===== config.mk =====
export PLATFORM = sky130hd
export DESIGN_NAME = blood_fx_ctrl_flat
export DESIGN_NICKNAME = d
export VERILOG_FILES = /design/src/rtl/blood_fx_pkg.sv /design/src/rtl/blood_fx_if.sv /design/src/rtl/blood_fx_slot.sv /design/src/rtl/blood_fx_ctrl.sv /design/src/flat_wrapper.sv
export SDC_FILE = /design/constraint.sdc
export NUM_CORES = 1
export LEC_CHECK = 0
export ABC_CLOCK_PERIOD_IN_PS = 2700
export BUFFER_PORTS_ARGS = -buffer_cell sky130_fd_sc_hd__buf_2
export CORE_UTILIZATION = 51
export CTS_CLUSTER_DIAMETER = 60
export DETAILED_ROUTE_END_ITERATION = 6
export MAX_ROUTING_LAYER = met4
export PLACE_DENSITY = 0.76
export REMOVE_ABC_BUFFERS = 1
export SYNTH_ARGS = -nofsm -noshare
export SYNTH_HDL_FRONTEND = slang
export SYNTH_SLANG_ARGS = --single-unit
export TNS_END_PERCENT = 50

===== constraint.sdc =====
create_clock -name clk -period 2.7 [get_ports clk]
set_clock_uncertainty 0.05 [all_clocks]
set_input_delay 0.27 -clock clk [delete_from_list [all_inputs] [get_ports clk]]
set_output_delay 0.27 -clock clk [all_outputs]
set_load 0.01 [all_outputs]

===== src/rtl/blood_fx_pkg.sv =====
// Shared constants, slot state and slot record for the blood-splatter effect controller.
package blood_fx_pkg;

    localparam int unsigned SPRITE_DIM  = 64;
    localparam logic [11:0] TRANSPARENT = 12'h000;

    typedef enum logic {
        SLOT_IDLE = 1'b0,
        SLOT_PLAY = 1'b1
    } slot_state_e;

    typedef struct packed {
        logic [9:0] x;
        logic [9:0] y;
        logic [3:0] frame;
        logic [7:0] hold;
        logic       newest;
    } slot_t;

    // True when an 11-bit two's-complement offset lands inside the sprite box.
    function automatic logic in_sprite(input logic [10:0] d);
        return !d[10] && (d[9:0] < 10'(SPRITE_DIM));
    endfunction

endpackage


===== src/rtl/blood_fx_if.sv =====
// Request, scan-position, ROM and overlay signals between the renderer and the blood effect controller.
// master = renderer/ROM side, slave = controller.
interface blood_fx_if;

    logic        frame_tick;
    logic [1:0]  hit_req;
    logic [9:0]  hit_x0;
    logic [9:0]  hit_y0;
    logic [9:0]  hit_x1;
    logic [9:0]  hit_y1;
    logic [1:0]  hit_ack;
    logic [1:0]  slot_busy;
    logic [9:0]  pixel_x;
    logic [9:0]  pixel_y;
    logic [5:0]  rom_row;
    logic [5:0]  rom_col;
    logic [3:0]  rom_frame;
    logic [11:0] rom_data;
    logic        blood_on;
    logic [11:0] blood_rgb;

    modport master (
        output frame_tick, hit_req, hit_x0, hit_y0, hit_x1, hit_y1,
        output pixel_x, pixel_y, rom_data,
        input  hit_ack, slot_busy, rom_row, rom_col, rom_frame, blood_on, blood_rgb
    );

    modport slave (
        input  frame_tick, hit_req, hit_x0, hit_y0, hit_x1, hit_y1,
        input  pixel_x, pixel_y, rom_data,
        output hit_ack, slot_busy, rom_row, rom_col, rom_frame, blood_on, blood_rgb
    );

endinterface


===== src/rtl/blood_fx_slot.sv =====
// One animation slot: IDLE/PLAY state, frame/hold counters advanced on frame_tick, and the sprite hit test.
// State updates on the edge after grant/tick; hit/row/col are combinational from the current pixel.
module blood_fx_slot
    import blood_fx_pkg::*;
#(
    parameter int unsigned NUM_FRAMES = 12,
    parameter int unsigned FRAME_HOLD = 4
) (
    input  logic       clk,
    input  logic       rst,
    input  logic       grant_i,
    input  logic       clr_newest_i,
    input  logic       tick_i,
    input  logic [9:0] x_i,
    input  logic [9:0] y_i,
    input  logic [9:0] pixel_x_i,
    input  logic [9:0] pixel_y_i,
    output logic       busy_o,
    output logic       newest_o,
    output logic       hit_o,
    output logic [3:0] frame_o,
    output logic [5:0] row_o,
    output logic [5:0] col_o
);

    localparam logic [0:0] ST_IDLE    = 1'(SLOT_IDLE);
    localparam logic [0:0] ST_PLAY    = 1'(SLOT_PLAY);
    localparam logic [7:0] HOLD_LAST  = 8'(FRAME_HOLD - 1);
    localparam logic [3:0] FRAME_LAST = 4'(NUM_FRAMES - 1);

    logic [0:0] state_q, state_d;
    slot_t      slot_q, slot_d;
    logic [10:0] dx, dy;

    always_comb begin
        state_d = state_q;
        slot_d  = slot_q;
        // A grant restarts the animation, so a coincident tick is dropped.
        if (grant_i) begin
            state_d       = ST_PLAY;
            slot_d.x      = x_i;
            slot_d.y      = y_i;
            slot_d.frame  = 4'd0;
            slot_d.hold   = 8'd0;
            slot_d.newest = 1'b1;
        end else if (tick_i && (state_q == ST_PLAY)) begin
            if (slot_q.hold < HOLD_LAST) begin
                slot_d.hold = slot_q.hold + 8'd1;
            end else begin
                slot_d.hold = 8'd0;
                if (slot_q.frame == FRAME_LAST) begin
                    state_d = ST_IDLE;
                end else begin
                    slot_d.frame = slot_q.frame + 4'd1;
                end
            end
        end
        if (clr_newest_i) begin
            slot_d.newest = 1'b0;
        end
    end

    always_ff @(posedge clk or posedge rst) begin
        if (rst) begin
            state_q <= ST_IDLE;
            slot_q  <= '0;
        end else begin
            state_q <= state_d;
            slot_q  <= slot_d;
        end
    end

    // Zero-extended subtraction keeps the sign in bit 10, so offsets never wrap.
    assign dx = {1'b0, pixel_x_i} - {1'b0, slot_q.x};
    assign dy = {1'b0, pixel_y_i} - {1'b0, slot_q.y};

    assign busy_o   = (state_q == ST_PLAY);
    assign newest_o = slot_q.newest;
    assign hit_o    = busy_o && in_sprite(dx) && in_sprite(dy);
    assign frame_o  = slot_q.frame;
    assign row_o    = dy[5:0];
    assign col_o    = dx[5:0];

endmodule


===== src/rtl/blood_fx_ctrl.sv =====
// Blood effect controller: two-slot allocator with round-robin tie-break, newest-wins overlay and ROM pipeline.
// hit_ack combinational (0 cycles), ROM address +1, overlay pixel +3; no stalls, requesters hold hit_req until acked.
module blood_fx_ctrl
    import blood_fx_pkg::*;
#(
    parameter int unsigned NUM_FRAMES = 12,
    parameter int unsigned FRAME_HOLD = 4
) (
    input  logic       clk,
    input  logic       reset,
    blood_fx_if.slave  fx
);

    logic [1:0] busy;
    logic [1:0] free;
    logic [1:0] newest;
    logic [1:0] hit;
    logic [1:0] grant;
    logic [1:0] ack;
    logic [1:0] src;
    logic [1:0] clr_newest;
    logic       tgt;
    logic       rr_q, rr_d;
    logic       sel;
    logic [3:0] frame_s [2];
    logic [5:0] row_s   [2];
    logic [5:0] col_s   [2];

    logic [5:0]  row_q, row_d;
    logic [5:0]  col_q, col_d;
    logic [3:0]  frame_q, frame_d;
    logic        hit_d1_q, hit_d2_q;
    logic        on_q, on_d;
    logic [11:0] rgb_q, rgb_d;

    assign free = ~busy;
    assign tgt  = ~free[0];

    always_comb begin
        grant = 2'b00;
        ack   = 2'b00;
        src   = 2'b00;
        rr_d  = rr_q;
        case (fx.hit_req)
            2'b01, 2'b10: begin
                if (|free) begin
                    grant[tgt]         = 1'b1;
                    src[tgt]           = fx.hit_req[1];
                    ack[fx.hit_req[1]] = 1'b1;
                end
            end
            2'b11: begin
                if (&free) begin
                    grant = 2'b11;
                    src   = 2'b10;
                    ack   = 2'b11;
                end else if (|free) begin
                    grant[tgt] = 1'b1;
                    src[tgt]   = rr_q;
                    ack[rr_q]  = 1'b1;
                    rr_d       = ~rr_q;
                end
            end
            default: ;
        endcase
    end

    // On a double grant slot 1 ends up newest, so it is drawn on top.
    assign clr_newest = {grant[0] & ~grant[1], grant[1]};

    for (genvar j = 0; j < 2; j++) begin : g_slot
        blood_fx_slot #(
            .NUM_FRAMES (NUM_FRAMES),
            .FRAME_HOLD (FRAME_HOLD)
        ) u_slot (
            .clk          (clk),
            .rst          (reset),
            .grant_i      (grant[j]),
            .clr_newest_i (clr_newest[j]),
            .tick_i       (fx.frame_tick),
            .x_i          (src[j] ? fx.hit_x1 : fx.hit_x0),
            .y_i          (src[j] ? fx.hit_y1 : fx.hit_y0),
            .pixel_x_i    (fx.pixel_x),
            .pixel_y_i    (fx.pixel_y),
            .busy_o       (busy[j]),
            .newest_o     (newest[j]),
            .hit_o        (hit[j]),
            .frame_o      (frame_s[j]),
            .row_o        (row_s[j]),
            .col_o        (col_s[j])
        );
    end

    assign sel = hit[1] & ~(hit[0] & newest[0]);

    always_comb begin
        row_d   = 6'd0;
        col_d   = 6'd0;
        frame_d = 4'd0;
        if (|hit) begin
            row_d   = row_s[sel];
            col_d   = col_s[sel];
            frame_d = frame_s[sel];
        end
        on_d  = hit_d2_q && (fx.rom_data != TRANSPARENT);
        rgb_d = on_d ? fx.rom_data : 12'h000;
    end

    always_ff @(posedge clk or posedge reset) begin
        if (reset) begin
            rr_q     <= 1'b0;
            row_q    <= 6'd0;
            col_q    <= 6'd0;
            frame_q  <= 4'd0;
            hit_d1_q <= 1'b0;
            hit_d2_q <= 1'b0;
            on_q     <= 1'b0;
            rgb_q    <= 12'h000;
        end else begin
            rr_q     <= rr_d;
            row_q    <= row_d;
            col_q    <= col_d;
            frame_q  <= frame_d;
            hit_d1_q <= |hit;
            hit_d2_q <= hit_d1_q;
            on_q     <= on_d;
            rgb_q    <= rgb_d;
        end
    end

    assign fx.hit_ack   = reset ? 2'b00 : ack;
    assign fx.slot_busy = busy;
    assign fx.rom_row   = row_q;
    assign fx.rom_col   = col_q;
    assign fx.rom_frame = frame_q;
    assign fx.blood_on  = on_q;
    assign fx.blood_rgb = rgb_q;

endmodule

===== src/flat_wrapper.sv =====
// flat-port wrapper written by rule: the top's interface ports become plain ports
module blood_fx_ctrl_flat import blood_fx_pkg::*;
#(
    parameter int unsigned NUM_FRAMES = 12,
    parameter int unsigned FRAME_HOLD = 4
)
  (clk, reset, fx_frame_tick, fx_hit_req, fx_hit_x0, fx_hit_y0, fx_hit_x1, fx_hit_y1, fx_pixel_x, fx_pixel_y, fx_rom_data, fx_hit_ack, fx_slot_busy, fx_rom_row, fx_rom_col, fx_rom_frame, fx_blood_on, fx_blood_rgb);
  blood_fx_if fx_i ();
  input  logic clk;
  input  logic reset;
  input wire logic [$bits(fx_i.frame_tick)-1:0] fx_frame_tick;
  input wire logic [$bits(fx_i.hit_req)-1:0] fx_hit_req;
  input wire logic [$bits(fx_i.hit_x0)-1:0] fx_hit_x0;
  input wire logic [$bits(fx_i.hit_y0)-1:0] fx_hit_y0;
  input wire logic [$bits(fx_i.hit_x1)-1:0] fx_hit_x1;
  input wire logic [$bits(fx_i.hit_y1)-1:0] fx_hit_y1;
  input wire logic [$bits(fx_i.pixel_x)-1:0] fx_pixel_x;
  input wire logic [$bits(fx_i.pixel_y)-1:0] fx_pixel_y;
  input wire logic [$bits(fx_i.rom_data)-1:0] fx_rom_data;
  output wire logic [$bits(fx_i.hit_ack)-1:0] fx_hit_ack;
  output wire logic [$bits(fx_i.slot_busy)-1:0] fx_slot_busy;
  output wire logic [$bits(fx_i.rom_row)-1:0] fx_rom_row;
  output wire logic [$bits(fx_i.rom_col)-1:0] fx_rom_col;
  output wire logic [$bits(fx_i.rom_frame)-1:0] fx_rom_frame;
  output wire logic [$bits(fx_i.blood_on)-1:0] fx_blood_on;
  output wire logic [$bits(fx_i.blood_rgb)-1:0] fx_blood_rgb;
  assign fx_i.frame_tick = fx_frame_tick;
  assign fx_i.hit_req = fx_hit_req;
  assign fx_i.hit_x0 = fx_hit_x0;
  assign fx_i.hit_y0 = fx_hit_y0;
  assign fx_i.hit_x1 = fx_hit_x1;
  assign fx_i.hit_y1 = fx_hit_y1;
  assign fx_i.pixel_x = fx_pixel_x;
  assign fx_i.pixel_y = fx_pixel_y;
  assign fx_i.rom_data = fx_rom_data;
  assign fx_hit_ack = fx_i.hit_ack;
  assign fx_slot_busy = fx_i.slot_busy;
  assign fx_rom_row = fx_i.rom_row;
  assign fx_rom_col = fx_i.rom_col;
  assign fx_rom_frame = fx_i.rom_frame;
  assign fx_blood_on = fx_i.blood_on;
  assign fx_blood_rgb = fx_i.blood_rgb;
  blood_fx_ctrl #(.NUM_FRAMES(NUM_FRAMES), .FRAME_HOLD(FRAME_HOLD)) u_core (.clk(clk), .reset(reset), .fx(fx_i));
endmodule

# Word-level counts from Yosys, hierarchy flattened
# Index checks and enable logic that the tools add are counted.
dict set report word_totals {
  reg_bits 99
  latchBits 0
  ram_bits 0
  romBits 0
  input_bits 77
  memories 0
}
dict set report op_classes {
  addsub 8
  multipliers 0
  n_div 0
  magnitude_cmp 13
  eq_ne 9
  shifts 0
  n_mux 55
  bitwise_logic 10
  reduce_logical 33
}
# operator n
set ops {}
lappend ops {{$mux 12} 5}
lappend ops {{$mux 6} 8}
lappend ops {{$sub 10x10->11} 4}
lappend ops {{$lt 10x7->1 const B} 4}
lappend ops {{$mux 10} 4}
lappend ops {{$mux 4} 8}
lappend ops {{$mux 2} 9}
lappend ops {{$add 8x1->8 const B} 2}
lappend ops {{$lt 8x2->1 const B} 2}
lappend ops {{$mux 8} 2}
lappend ops {{$reduce_and 3->1} 5}
lappend ops {{$logic_and 1x1->1} 14}
lappend ops {{$mux 1} 13}
lappend ops {{$pmux 2 s2} 3}
lappend ops {{$reduce_bool 12->1} 1}
lappend ops {{$reduce_bool 2->1} 5}
lappend ops {{$add 4x1->4 const B} 2}
lappend ops {{$eq 4x4->1 const B} 2}
lappend ops {{$ne 2x1->1 const B} 4}
lappend ops {{$lt 1x2->1 const B} 3}
lappend ops {{$reduce_or 2->1} 3}
lappend ops {{$and 2x2->2} 2}
lappend ops {{$eq 2x2->1 const B} 2}
lappend ops {{$logic_not 1->1} 4}
lappend ops {{other kinds (9)} 17}

# Logic depth before layout (Yosys ltp)
# Gate-level depths: netlist of the first run.
dict set report depth {
  depth_word 13
  ltp_mapped 13
}

# Modules after synthesis
# A second synthesis of the first run with hierarchy kept.
dict set report hier_totals {
  cells_unflattened 734
  hier_area_um2 6627.6
}
# mod instances cells_per_inst area_per_inst_um2 seq_area_each_um2
set modules_own_cells {}
lappend modules_own_cells {blood_fx_slot 2 277 2347.3 850.8}
lappend modules_own_cells {blood_fx_ctrl 1 180 1933.1 800.8}

# Worst setup path after synthesis of the first run
# Ideal clock, no wire load.
dict set report synth_timing {
  path_type {input port to flip-flop}
  from {input fx_pixel_y[0]}
  to {register u_core.col_q[3] (netlist: u_core.fx.rom_col[3])}
  arrival_time_ns 2.677
  required_ns 2.529
  setup_slack_ns -0.148
  path_stages 13
  cell_sequence {inv_1 -> ha_1 -> inv_1 -> fa_1 -> a211oi_2 -> o21ai_1 -> a211o_1 -> a22oi_2 -> nor4b_4 -> nand4_4 -> o211a_4 -> buf_6 -> a22o_1}
}
dict set report synth_via {
  elab_chain_cells 12
  word_cells_on_any_way 19
  cone_classes {add/sub: 2; order compare: 2; mux: 4; bitwise: 4; reduce/logical: 7}
}
# element line
set synth_rtl {}
lappend synth_rtl {{start, declared} flat_wrapper.sv:18} ;# input wire logic [$bits(fx_i.pixel_y)-1:0] fx_pixel_y;
lappend synth_rtl {{$sub 10x10->11} blood_fx_slot.sv:75} ;# assign dy = {1'b0, pixel_y_i} - {1'b0, slot_q.y};
lappend synth_rtl {{$lt 10x7->1 or $logic_not 1->1 (tied branches)} blood_fx_pkg.sv:22} ;# return !d[10] && (d[9:0] < 10'(SPRITE_DIM));
lappend synth_rtl {{$logic_and 1x1->1} blood_fx_pkg.sv:22}
lappend synth_rtl {{$logic_and 1x1->1} blood_fx_slot.sv:79} ;# assign hit_o = busy_o && in_sprite(dx) && in_sprite(dy);
lappend synth_rtl {{$and 1x1->1} blood_fx_ctrl.sv:94} ;# assign sel = hit[1] & ~(hit[0] & newest[0]);
lappend synth_rtl {{$not 1->1} blood_fx_ctrl.sv:94}
lappend synth_rtl {{$and 1x1->1} blood_fx_ctrl.sv:94}
lappend synth_rtl {{$not 1->2 (not written as such)} blood_fx_ctrl.sv:102} ;# col_d = col_s[sel];
lappend synth_rtl {{$mux 6 (not written as such) (3 in a row)} blood_fx_ctrl.sv:102}
lappend synth_rtl {{$mux 6 (*)} blood_fx_ctrl.sv:100} ;# if (|hit) begin
lappend synth_rtl {{named net u_core.col_d[3]} blood_fx_ctrl.sv:30} ;# logic [5:0] col_q, col_d;
lappend synth_rtl {{end signal, assigned} blood_fx_ctrl.sv:122} ;# col_q <= col_d;
lappend synth_rtl {{end, declared} blood_fx_ctrl.sv:30}
# The timed path passes the listed nets; every way through them passes the cells marked *. The select of a mux whose other input is x is not followed.
# A chain may end at the register's enable or synchronous reset.

# Final worst setup path of the first run
dict set report layout_timing {
  from {register u_core.g_slot[0].u_slot.slot_q[13] (netlist bit)}
  to {register u_core.col_q[5] (netlist: u_core.fx.rom_col[5])}
}
dict set report layout_via {
  elab_chain_cells 12
  word_cells_on_any_way 14
  cone_classes {add/sub: 1; order compare: 1; mux: 4; bitwise: 4; reduce/logical: 4}
}
# element line
set layout_rtl {}
lappend layout_rtl {{start, declared} blood_fx_slot.sv:32} ;# slot_t slot_q, slot_d;
lappend layout_rtl {{start signal, assigned} blood_fx_slot.sv:69} ;# slot_q <= slot_d;
lappend layout_rtl {{$sub 10x10->11 (*)} blood_fx_slot.sv:75}
lappend layout_rtl {{$lt 10x7->1 or $logic_not 1->1 (tied branches)} blood_fx_pkg.sv:22}
lappend layout_rtl {{$logic_and 1x1->1 (*)} blood_fx_pkg.sv:22}
lappend layout_rtl {{$logic_and 1x1->1 (*)} blood_fx_slot.sv:79}
lappend layout_rtl {{$and 1x1->1} blood_fx_ctrl.sv:94}
lappend layout_rtl {{$not 1->1} blood_fx_ctrl.sv:94}
lappend layout_rtl {{$and 1x1->1} blood_fx_ctrl.sv:94}
lappend layout_rtl {{$not 1->2 (not written as such)} blood_fx_ctrl.sv:102}
lappend layout_rtl {{$mux 6 (not written as such) (3 in a row)} blood_fx_ctrl.sv:102}
lappend layout_rtl {{$mux 6 (*)} blood_fx_ctrl.sv:100}
lappend layout_rtl {{named net u_core.col_d[5]} blood_fx_ctrl.sv:30}
# Marks and branches as above.

==> impl_metrics.ini, run 1 <==
[status]
status = finished, violations left
violations = DRC, setup timing

[yosys]
synthTopCellsByCount = dfrtp_1 (99), inv_1 (64), nand2_1 (53), nor2_1 (53)
synthTopCellsByArea = dfrtp_1 (40%), ha_1 (9.9%), mux2i_1 (6.8%), a21oi_1 (4.0%), inv_1 (3.9%)
ys_seq_area_frac = 0.3994
synth_warnings = 0
synth_edf_count = 0
syn_avg_cell_area_um2 = 9.440
synthFlopType = dfrtp_1
yosysMostFrequentCell = dfrtp_1
yosysUniqueCellTypes = 68
ys_ff_latch = 99
synth_top_area_frac = 0.3994
synth_cells = 657
synth_largest_area_cell = dfrtp_1
synthesis.area_mm2 = 0.006202
synth-async-reset-ratio = 1.000

[finish]
final-seq-area_mm2 = 0.002477
nFillCells = 991
fin_util = 0.6624
diodes = 0
stdcell_count = 963
nets = 946
multi_input_area_mm2 = 0.003488
syn_to_final_growth_pct = 24.03
drive_gt1_frac = 0.2683

[floorplanning]
dieHeight_um = 112.3
core_mm2 = 0.01161
initial_core_util = 0.5340
rows = 39
die_x_um = 112.3
dieArea_mm2 = 0.01261
ios = 110

[pwr]
vdd_drop_max_mv = 0.4579
power_leakage_nw = 3.780
cellPowerDensity_mw_per_mm2 = 796.2
p_total_mw = 6.125

[place]
numPortBuffers = 109
dp.cells = 938
place_congestion = 0.9129
place_hpwl_um = 11270

[grt]
antenna_found_initial = 0
grt_pass1_vias = 5443
grt_pass1_wl_um = 25220
grt_max_degree = 52
grt.total_usage = 0.2621
grt_overflow = 0

[worst_setup_path]
reg2reg_from = u_core.g_slot[0].u_slot.slot_q[13]
critical_path_required_ps = 2890
arrival_ps = 3160
cp-end-kind = flop
slowest_stage = dfrtp_1
reg2reg_slack_ps = -270
r2r_cells = 11
critical_path_class = flop to flop
cp-start-kind = flop
crit_chain = ha_2, inv_2, fa_2, a211oi_4, o21ai_2, a211o_1, a22oi_2, nor4b_4, nand4_4, o211a_4, a22o_2
cp_max_fo = 8
reg2reg_to = u_core.fx.rom_col[5]
max_stage_delay_ps = 370

[sta]
setup_viol = 17
relSlewSlack = 0.5699
fin_crit_sh = 1.100
worstMarginPinSlew_ps = 645.1
worst_slack_ps = -271.3
report.final.slew_viol_count = 0
grt_setup_unrepaired = true
min_period_ps = 2971
max_freq_mhz = 336.6
hold_viol = 0

[route]
drt-total-wl_um = 15230
first_pass_iters = 7
wl_per_cell_um = 15.82
drc = 7
ant_nets = 0
drt-initial-drc-count = 257
routed-via-count = 5349
vias_per_cell = 5.555

[clock_tree]
numClockSinks = 99
cts_max_level = 3
cts_tree = done
clk_latency_ps = 360
cts_buffer_depth = 2
clockRootBuffer = clkbuf_16
numCtsBuffers = 9
clk_pin_slew_ps = 80

[min_path]
hold_start = fx_rom_data[5]
holdPathStages = 2
hp-class = primary input to flop
hold_path_end = u_core.fx.blood_rgb[5]

[job]
drv_cap = 0
## worst max-delay path by stage
stage                                                   from  cells past startpoint                            endpoint
after detailed placement                       fx_pixel_y[0]                     13                u_core.fx.rom_col[2]
after global routing      u_core.g_slot[0].u_slot.slot_q[13]                     11                u_core.fx.rom_col[5]
final                     u_core.g_slot[0].u_slot.slot_q[13]                     11                u_core.fx.rom_col[5]
after global placement                         fx_pixel_y[0]                     13                u_core.fx.rom_row[4]
after floorplan               u_core.g_slot[0].u_slot.busy_o                      8  u_core.g_slot[1].u_slot.frame_o[0]
after CTS                 u_core.g_slot[0].u_slot.slot_q[13]                     11                u_core.fx.rom_col[5]
## logic make-up (layout without fill, tap and decap cells)
family	after synthesis	count (layout)	share of synthesized area
compound gates	169	170	0.1814
xor+xnor	24	24	0.03389
fa+ha+maj	53	53	0.1118
buf+inv	84	246	0.05467
flops	99	99	0.3994
mux	45	45	0.07323
simple gates	183	183	0.1457
## cell usage in the layout, fill, tap and decap left out, drive strengths merged, types with 3 or more instances in the layout
cell type,instances
mux2i,42
a211oi,6
a31oi,8
a21oi,49
nand2,53
mux2,3
o21a,3
nor2b,3
o21ai,47
nand3,7
nand2b,7
xor2,14
a22oi,3
inv,67
nor3,14
buf,166
and3,7
nand4,4
ha,49
clkbuf,9
a22o,17
fa,4
nor4,9
and2,16
or2,3
nor2,53
a21o,9
xnor2,10
dfrtp,99
o211a,4
## timing repair
item,in CTS,in global routing
pin swaps,5,11
endpoints found under the hold margin,14,0
resized for setup,3,11
endpoints found under the setup margin,17,17
cloned,1,0
buffers inserted,5,3
hold buffers,1,0
## metal layers
layer  part of all wire  up-vias  track usage
met3              0.042       24      0.05238
met1               0.43     2566       0.3100
met2               0.50      133       0.4443
met4              0.022        0      0.09511
met5                  0        -            -
li1                   -     2626            -
## layout make-up
type                    instances  share of cell area
flip-flops and latches         99              0.3221
repair buffers                167              0.1327
inverters                      64             0.03155
clock buffers                   9             0.02928
well taps                     143             0.02326
multi-input cells             475              0.4535
clock inverters                 6            0.007645
## power by group
group          internal [mW]  leakage [nW]  switching (mW)
registers               1.78          1.32           0.225
clock network          0.640         0.136           0.620
logic                   1.32          2.32            1.54
total                   3.74          3.78            2.39
## state kept, by name (all words and copies together) (netlist names)
name and count:
u_core.g_slot.u_slot.busy_o 2, u_core.fx.rom_frame 4, u_core.fx.blood_rgb 12, u_core.fx.rom_col 6, u_core.hit_d1_q 1, u_core.g_slot.u_slot.slot_q 56
u_core.hit_d2_q 1, u_core.rr_q 1, u_core.g_slot.u_slot.frame_o 8, u_core.fx.blood_on 1, u_core.fx.rom_row 6, u_core.g_slot.u_slot.newest_o 1
## stage by stage
| step | worst slack, ps | setup TNS (ps) | hold slack (ps) | area, µm² |
|---|---|---|---|---|
| floorplan | -1299 | -76720 | 281.2 | 6103 |
| global placement | -411.2 | -6366 | 316.9 | 7257 |
| detailed placement | -521.8 | -8201 | 317.4 | 7257 |
| CTS | -267.0 | -3915 | 68.04 | 7615 |
| global route | -414.9 | -6202 | 77.36 | 7692 |
| finish | -271.3 | -3588 | 74.68 | 7692 |
## critical path: cells and delay by family, from the launching register on
family	cells	cell delay (ps)
compound gates	6	1380
fa+ha+maj	2	560
simple gates	2	440
flops	1	370
buf+inv	1	50
Note: power is estimated with default switching activity, not from simulation.
==> inputs of run 2 (changes only) <==
REMOVE_ABC_BUFFERS = default   (was 1)
==> run 2 against run 1 <==
Against the previous run:
- the run still ends with DRC, setup timing left
- sequential cell count did not move
- sequential power barely moved
- fmax increased by 1.6%
- final area decreased by 0.47%
- power increased by 2.2%
- highest routed layer unchanged
- setup slack improved by 47 ps
- sequential share of layout area rose by 0.15 points
- largest cell class unchanged
- global-route usage rose by 0.40 points
- clock power grew 17%
- hold slack improved by 14 ps
==> impl_metrics.ini, run 2 (synthesis results as in run 1) <==
[place]
numPortBuffers = 109
placed_area_mm2 = 0.007256
place_hpwl_um = 11850
place_congestion = 0.9119

[finish]
diodes = 0
drive_gt1_frac = 0.2574
largest_register = u_core.g_slot.u_slot.slot_q
largest_reg_flops = 56
nets = 941
stdcell_area_mm2 = 0.007656
layout_common_cells = buf_2 (109), dfrtp_1 (99), inv_1 (63), nand2_1 (53), nor2_1 (53)
final_common_cell = buf_2
syn_to_final_growth_pct = 23.44
nFillCells = 933

[sta]
report.final.slew_viol_count = 0
setup_viol = 16
finalSetupTns_ps = -3242
min_period_ps = 2925
fin_crit_sh = 1.083
hold_viol = 0
grt_setup_unrepaired = true
worstMarginPinSlew_ps = 507.1
relSlewSlack = 0.6584
max_freq_mhz = 341.9
worst_slack_ps = -224.6

[route]
drc = 5
wl_met3_um = 910
ant_nets = 0
vias_per_cell = 5.677
first_pass_iters = 7
wl_met2_um = 7266
routed.top_layer = met4
wl_per_cell_um = 16.08
routed-via-count = 5444
wl_met1_um = 6934
drt-initial-drc-count = 268
drt-total-wl_um = 15420

[worst_setup_path]
arrival_ps = 3160
path_buf_inv = 3
crit_top_cell = buf_6
cp_max_fo = 5
slowest_stage = fa_2
cp-start-kind = flop
reg2reg_slack_ps = -220
critical_path_class = flop to flop
critical_path_required_ps = 2940
crit_chain = ha_1, inv_1, fa_2, a211oi_4, o21ai_2, a211o_1, a22oi_2, nor4b_4, nand4_4, buf_6, a31oi_4, buf_6, a22o_1
cp_top_family = compound AO/OA/AOI/OAI gates
cp-end-kind = flop
max_stage_delay_ps = 370

[clock_tree]
clockRootBuffer = clkbuf_16
numCtsBuffers = 9
cts_tree = done
clk_pin_slew_ps = 70
cts_buffer_depth = 2
numClockSinks = 99
clk_latency_ps = 350
cts_max_level = 3

[pwr]
power_leakage_nw = 3.762
switching_power_mw = 2.329
combPwrFrac = 0.442
power.internal_mw = 3.929
swShare = 0.3722
power_frac_seq = 0.322
cellPowerDensity_mw_per_mm2 = 817.4
clockPowerShare = 0.237
vdd_drop_max_mv = 0.4007

[grt]
grt_overflow = 0
grt_pass1_wl_um = 25540
grt.total_usage = 0.2660
antenna_found_initial = 0
grt_max_degree = 69
grt_pass1_vias = 5408

[floorplanning]
rows = 39
core_mm2 = 0.01161
initial_core_util = 0.5340
dieHeight_um = 112.3
dieArea_mm2 = 0.01261
ios = 110
die_x_um = 112.3

[job]
drv_cap = 0

[status]
status = finished, violations left
violations = DRC, setup timing

[min_path]
hp-class = primary input to flop

[yosys]
syn-num-nets = 787
==> run 2: cell count changes in the layout (fill, tap and decap cells not counted), moves of 2 or more <==
cell,previous run,this run
bufinv_16,0,2
clkbuf_8,0,3
buf_12,3,1
ha_2,2,0
buf_6,0,4
buf_4,54,48
ha_1,47,49
inv_6,3,0
==> run 2: repair_timing <==
action,4_1_cts,5_1_grt
cloned,1,0
pin swaps,3,1
setup buffers,0,0
endpoints found under the setup margin,16,17
resized for setup,6,3
hold buffers,1,0
hold endpoints to repair,12,0
==> run 2: path summary, 6_finish.rpt <==
check,start,endpoint,depth (start not counted)
worst min register to register,u_core.hit_d1_q,u_core.hit_d2_q,0
min in group asynchronous,reset,u_core.g_slot[1].u_slot.slot_q[32],3
worst min-delay path,fx_rom_data[8],u_core.fx.blood_rgb[8],2
worst max register to register,u_core.g_slot[0].u_slot.slot_q[13],u_core.fx.rom_frame[1],13
worst max-delay path,u_core.g_slot[0].u_slot.slot_q[13],u_core.fx.rom_frame[1],13
max in group asynchronous,reset,u_core.hit_d1_q,4
==> run 2: layer usage <==
layer,track usage,vias up
li1,-,2626
met1,0.3504,2609
met2,0.4182,183
met3,0.04212,26
met4,0.09511,0
met5,-,-
==> run 2: power groups by stage <==
stage          Sequential (mW)  Clock (mW)  Combinational (mW)
6_report                  2.01        1.48                2.76
5_1_grt                   2.04        1.55                3.08
4_1_cts                   2.01        1.50                2.70
3_5_place_dp              2.04           0                2.67
3_3_place_gp              2.01           0                2.58
2_1_floorplan             1.96           0                1.88
==> run 2: cell type report <==
| cell class | count | area [µm²] | area share |
|---|---|---|---|
| timing repair buffer | 163 | 980.9 | 0.1281 |
| inverter | 64 | 244.0 | 0.03187 |
| clock buffer | 12 | 266.5 | 0.03481 |
| clock inverter | 4 | 80.08 | 0.01046 |
| multi-input combinational | 474 | 3428 | 0.4478 |
| tap | 143 | 178.9 | 0.02337 |
| sequential | 99 | 2477 | 0.3236 |
==> run 2: per-stage QoR <==
step,util,power (mW),worst slack [ps],cells,hold WS (ps)
after CTS,0.6576,6.210,-270.7,959,82.37
final,0.6592,6.258,-224.6,959,88.54
after detailed placement,0.6248,4.709,-422.6,941,223.6
after global routing,0.6592,6.663,-376.5,959,83.74
after global placement,0.6248,4.584,-376.7,941,217.3
after floorplan,-,3.837,-148.4,657,281.2
==> inputs of run 3 (changes only) <==
CORE_UTILIZATION = 52   (was 51)
SYNTH_HIERARCHICAL = 1   (was default)
==> run 3 against run 2 <==
Against the previous run:
- the flow finishes with violations (setup timing)
- synthesized cell count increased by 11%
- utilization increased by 2.2 points
- die area increased by 4.0%
- setup slack got worse by 230 ps
- clock-buffer cell count decreased by 2
- global-route usage increased by 1.5 points
- non-clock buffer count increased by 49
- critical endpoint is now u_core/fx.rom_col[1]
==> impl_metrics.ini, run 3 <==
[status]
status = finished, violations left
violations = setup timing

[route]
vias_per_cell = 5.488
first_pass_iters = 5
drt-initial-drc-count = 313
drt-total-wl_um = 17260
wl_per_cell_um = 15.87
routed-via-count = 5965
ant_nets = 0
drc = 0

[finish]
fin_util = 0.6817
final_common_cell = buf_2
multi_input_area_mm2 = 0.003712
largest_reg_flops = 56
stdcell_area_mm2 = 0.008290
diodes = 0
stdcell_count = 1087
nets = 1041
largest_register = u_core/g_slot.u_slot/slot_q
drive_gt1_frac = 0.3210
layout_common_cells = buf_2 (109), nand2_1 (104), dfrtp_1 (99), buf_4 (98), o21ai_0 (76)
final-seq-area_mm2 = 0.002477
nFillCells = 1026
syn_to_final_growth_pct = 25.99

[grt]
met2_usage = 0.4917
met3_usage = 0.05135
grt.total_usage = 0.2807
antenna_found_initial = 0
grt_overflow = 0
grt_pass1_vias = 5829
top_usage_layer = met2
grt_max_degree = 45
grt_pass1_wl_um = 27740
met1_usage = 0.3325

[worst_setup_path]
slowest_stage = fa_1
max_stage_delay_ps = 380
critical_path_class = flop to flop
cp-end-kind = flop
arrival_ps = 3340
cp-start-kind = flop
crit_chain = ha_1, inv_1, fa_1, a21o_1, and3_2, or3_1, a211oi_2, nand4_1, a2111oi_4, buf_4, a21boi_2, buf_12, nand2_1, o21ai_0
cp_max_fo = 32
critical_path_required_ps = 2880

[floorplanning]
die_x_um = 114.5
initial_core_util = 0.5410
core_mm2 = 0.01216
dieHeight_um = 114.5
rows = 40
dieArea_mm2 = 0.01311
ios = 110

[yosys]
synth_warnings = 6
synth_cells = 729
synthesis.area_mm2 = 0.006580
syn-num-nets = 856
syn_avg_cell_area_um2 = 9.026

[sta]
report.final.slew_viol_count = 0
max_freq_mhz = 316.7
setup_viol = 17
min_period_ps = 3158
fin_crit_sh = 1.170
hold_viol = 0
grt_setup_unrepaired = true
worstMarginPinSlew_ps = 752.6
worst_slack_ps = -457.8
relSlewSlack = 0.4977

[clock_tree]
postCtsSetupBuffers = 0
cts_max_level = 3
clk_pin_slew_ps = 70
clockRootBuffer = clkbuf_16
numClockSinks = 99
cts_tree = done
clk_latency_ps = 350
numCtsBuffers = 9
cts_buffer_depth = 2

[place]
place_congestion = 0.9108
dp.cells = 1070
place_ws_ps = -587.9
numPortBuffers = 109
placed_area_mm2 = 0.007946
place_hpwl_um = 13380

[min_path]
hp-class = primary input to flop

[pwr]
power_leakage_nw = 4.178
p_total_mw = 7.660
vdd_drop_max_mv = 0.4978
cellPowerDensity_mw_per_mm2 = 923.9

[job]
drv_cap = 0
## run 3: cell type report
| class | instances | area share |
|---|---|---|
| clock inverter | 6 | 0.006037 |
| multi-input combinational | 528 | 0.4478 |
| inverter | 64 | 0.02898 |
| tap | 168 | 0.02535 |
| timing repair buffer | 212 | 0.1654 |
| clock buffer | 10 | 0.02762 |
| sequential | 99 | 0.2988 |
## run 3: stage by stage
| step | setup TNS (ps) | hold slack [ps] |
|---|---|---|
| floorplan | -4616 | 281.2 |
| global placement | -8211 | 290.7 |
| detailed placement | -9537 | 287.9 |
| CTS | -7515 | 87.38 |
| global route | -10460 | 85.65 |
| finish | -7256 | 100.6 |
## run 3: repair_timing
action                                  4_1_cts  5_1_grt
hold endpoints to repair                     32        0
cloned                                        0        0
resized for setup                             8        5
hold buffers                                  1        0
endpoints found under the setup margin       17       17
## run 3: final timing paths
check	startpoint	to	slack, ps	cells past startpoint
max in group asynchronous	reset	u_core/g_slot[0].u_slot/slot_q[22]	1430	4
hold / removal	fx_rom_data[1]	u_core/fx.blood_rgb[1]	100	2
setup / recovery	u_core/g_slot[0].u_slot/slot_q[23]	u_core/fx.rom_col[1]	-460	14
min in group asynchronous	reset	u_core/fx.rom_frame[1]	530	4
setup reg to reg	u_core/g_slot[0].u_slot/slot_q[23]	u_core/fx.rom_col[1]	-460	14
hold reg to reg	u_core/hit_d1_q	u_core/hit_d2_q	300	0
## run 3: worst max-delay path, delay by kind of cell, from the launching register on
family                     cells  cell delay [ps]
DFF                            1              350
AOI/OAI and AO/OA              5              890
buffers and inverters          3              400
adders and majority gates      2              550
and+or+nand+nor                4              790
## run 3: power breakdown
group | internal, mW | total [mW] | switching, mW | leakage (nW)
registers | 1.88 | 2.08 | 0.199 | 1.28
logic | 2.13 | 4.36 | 2.23 | 2.76
clock network | 0.637 | 1.22 | 0.588 | 0.135
## run 3: per-layer routing
layer | vias to the layer above | share of wire
li1 | 2899 | -
met3 | 17 | 0.053
met4 | 0 | 0.015
met2 | 185 | 0.50
met1 | 2864 | 0.43
met5 | - | 0
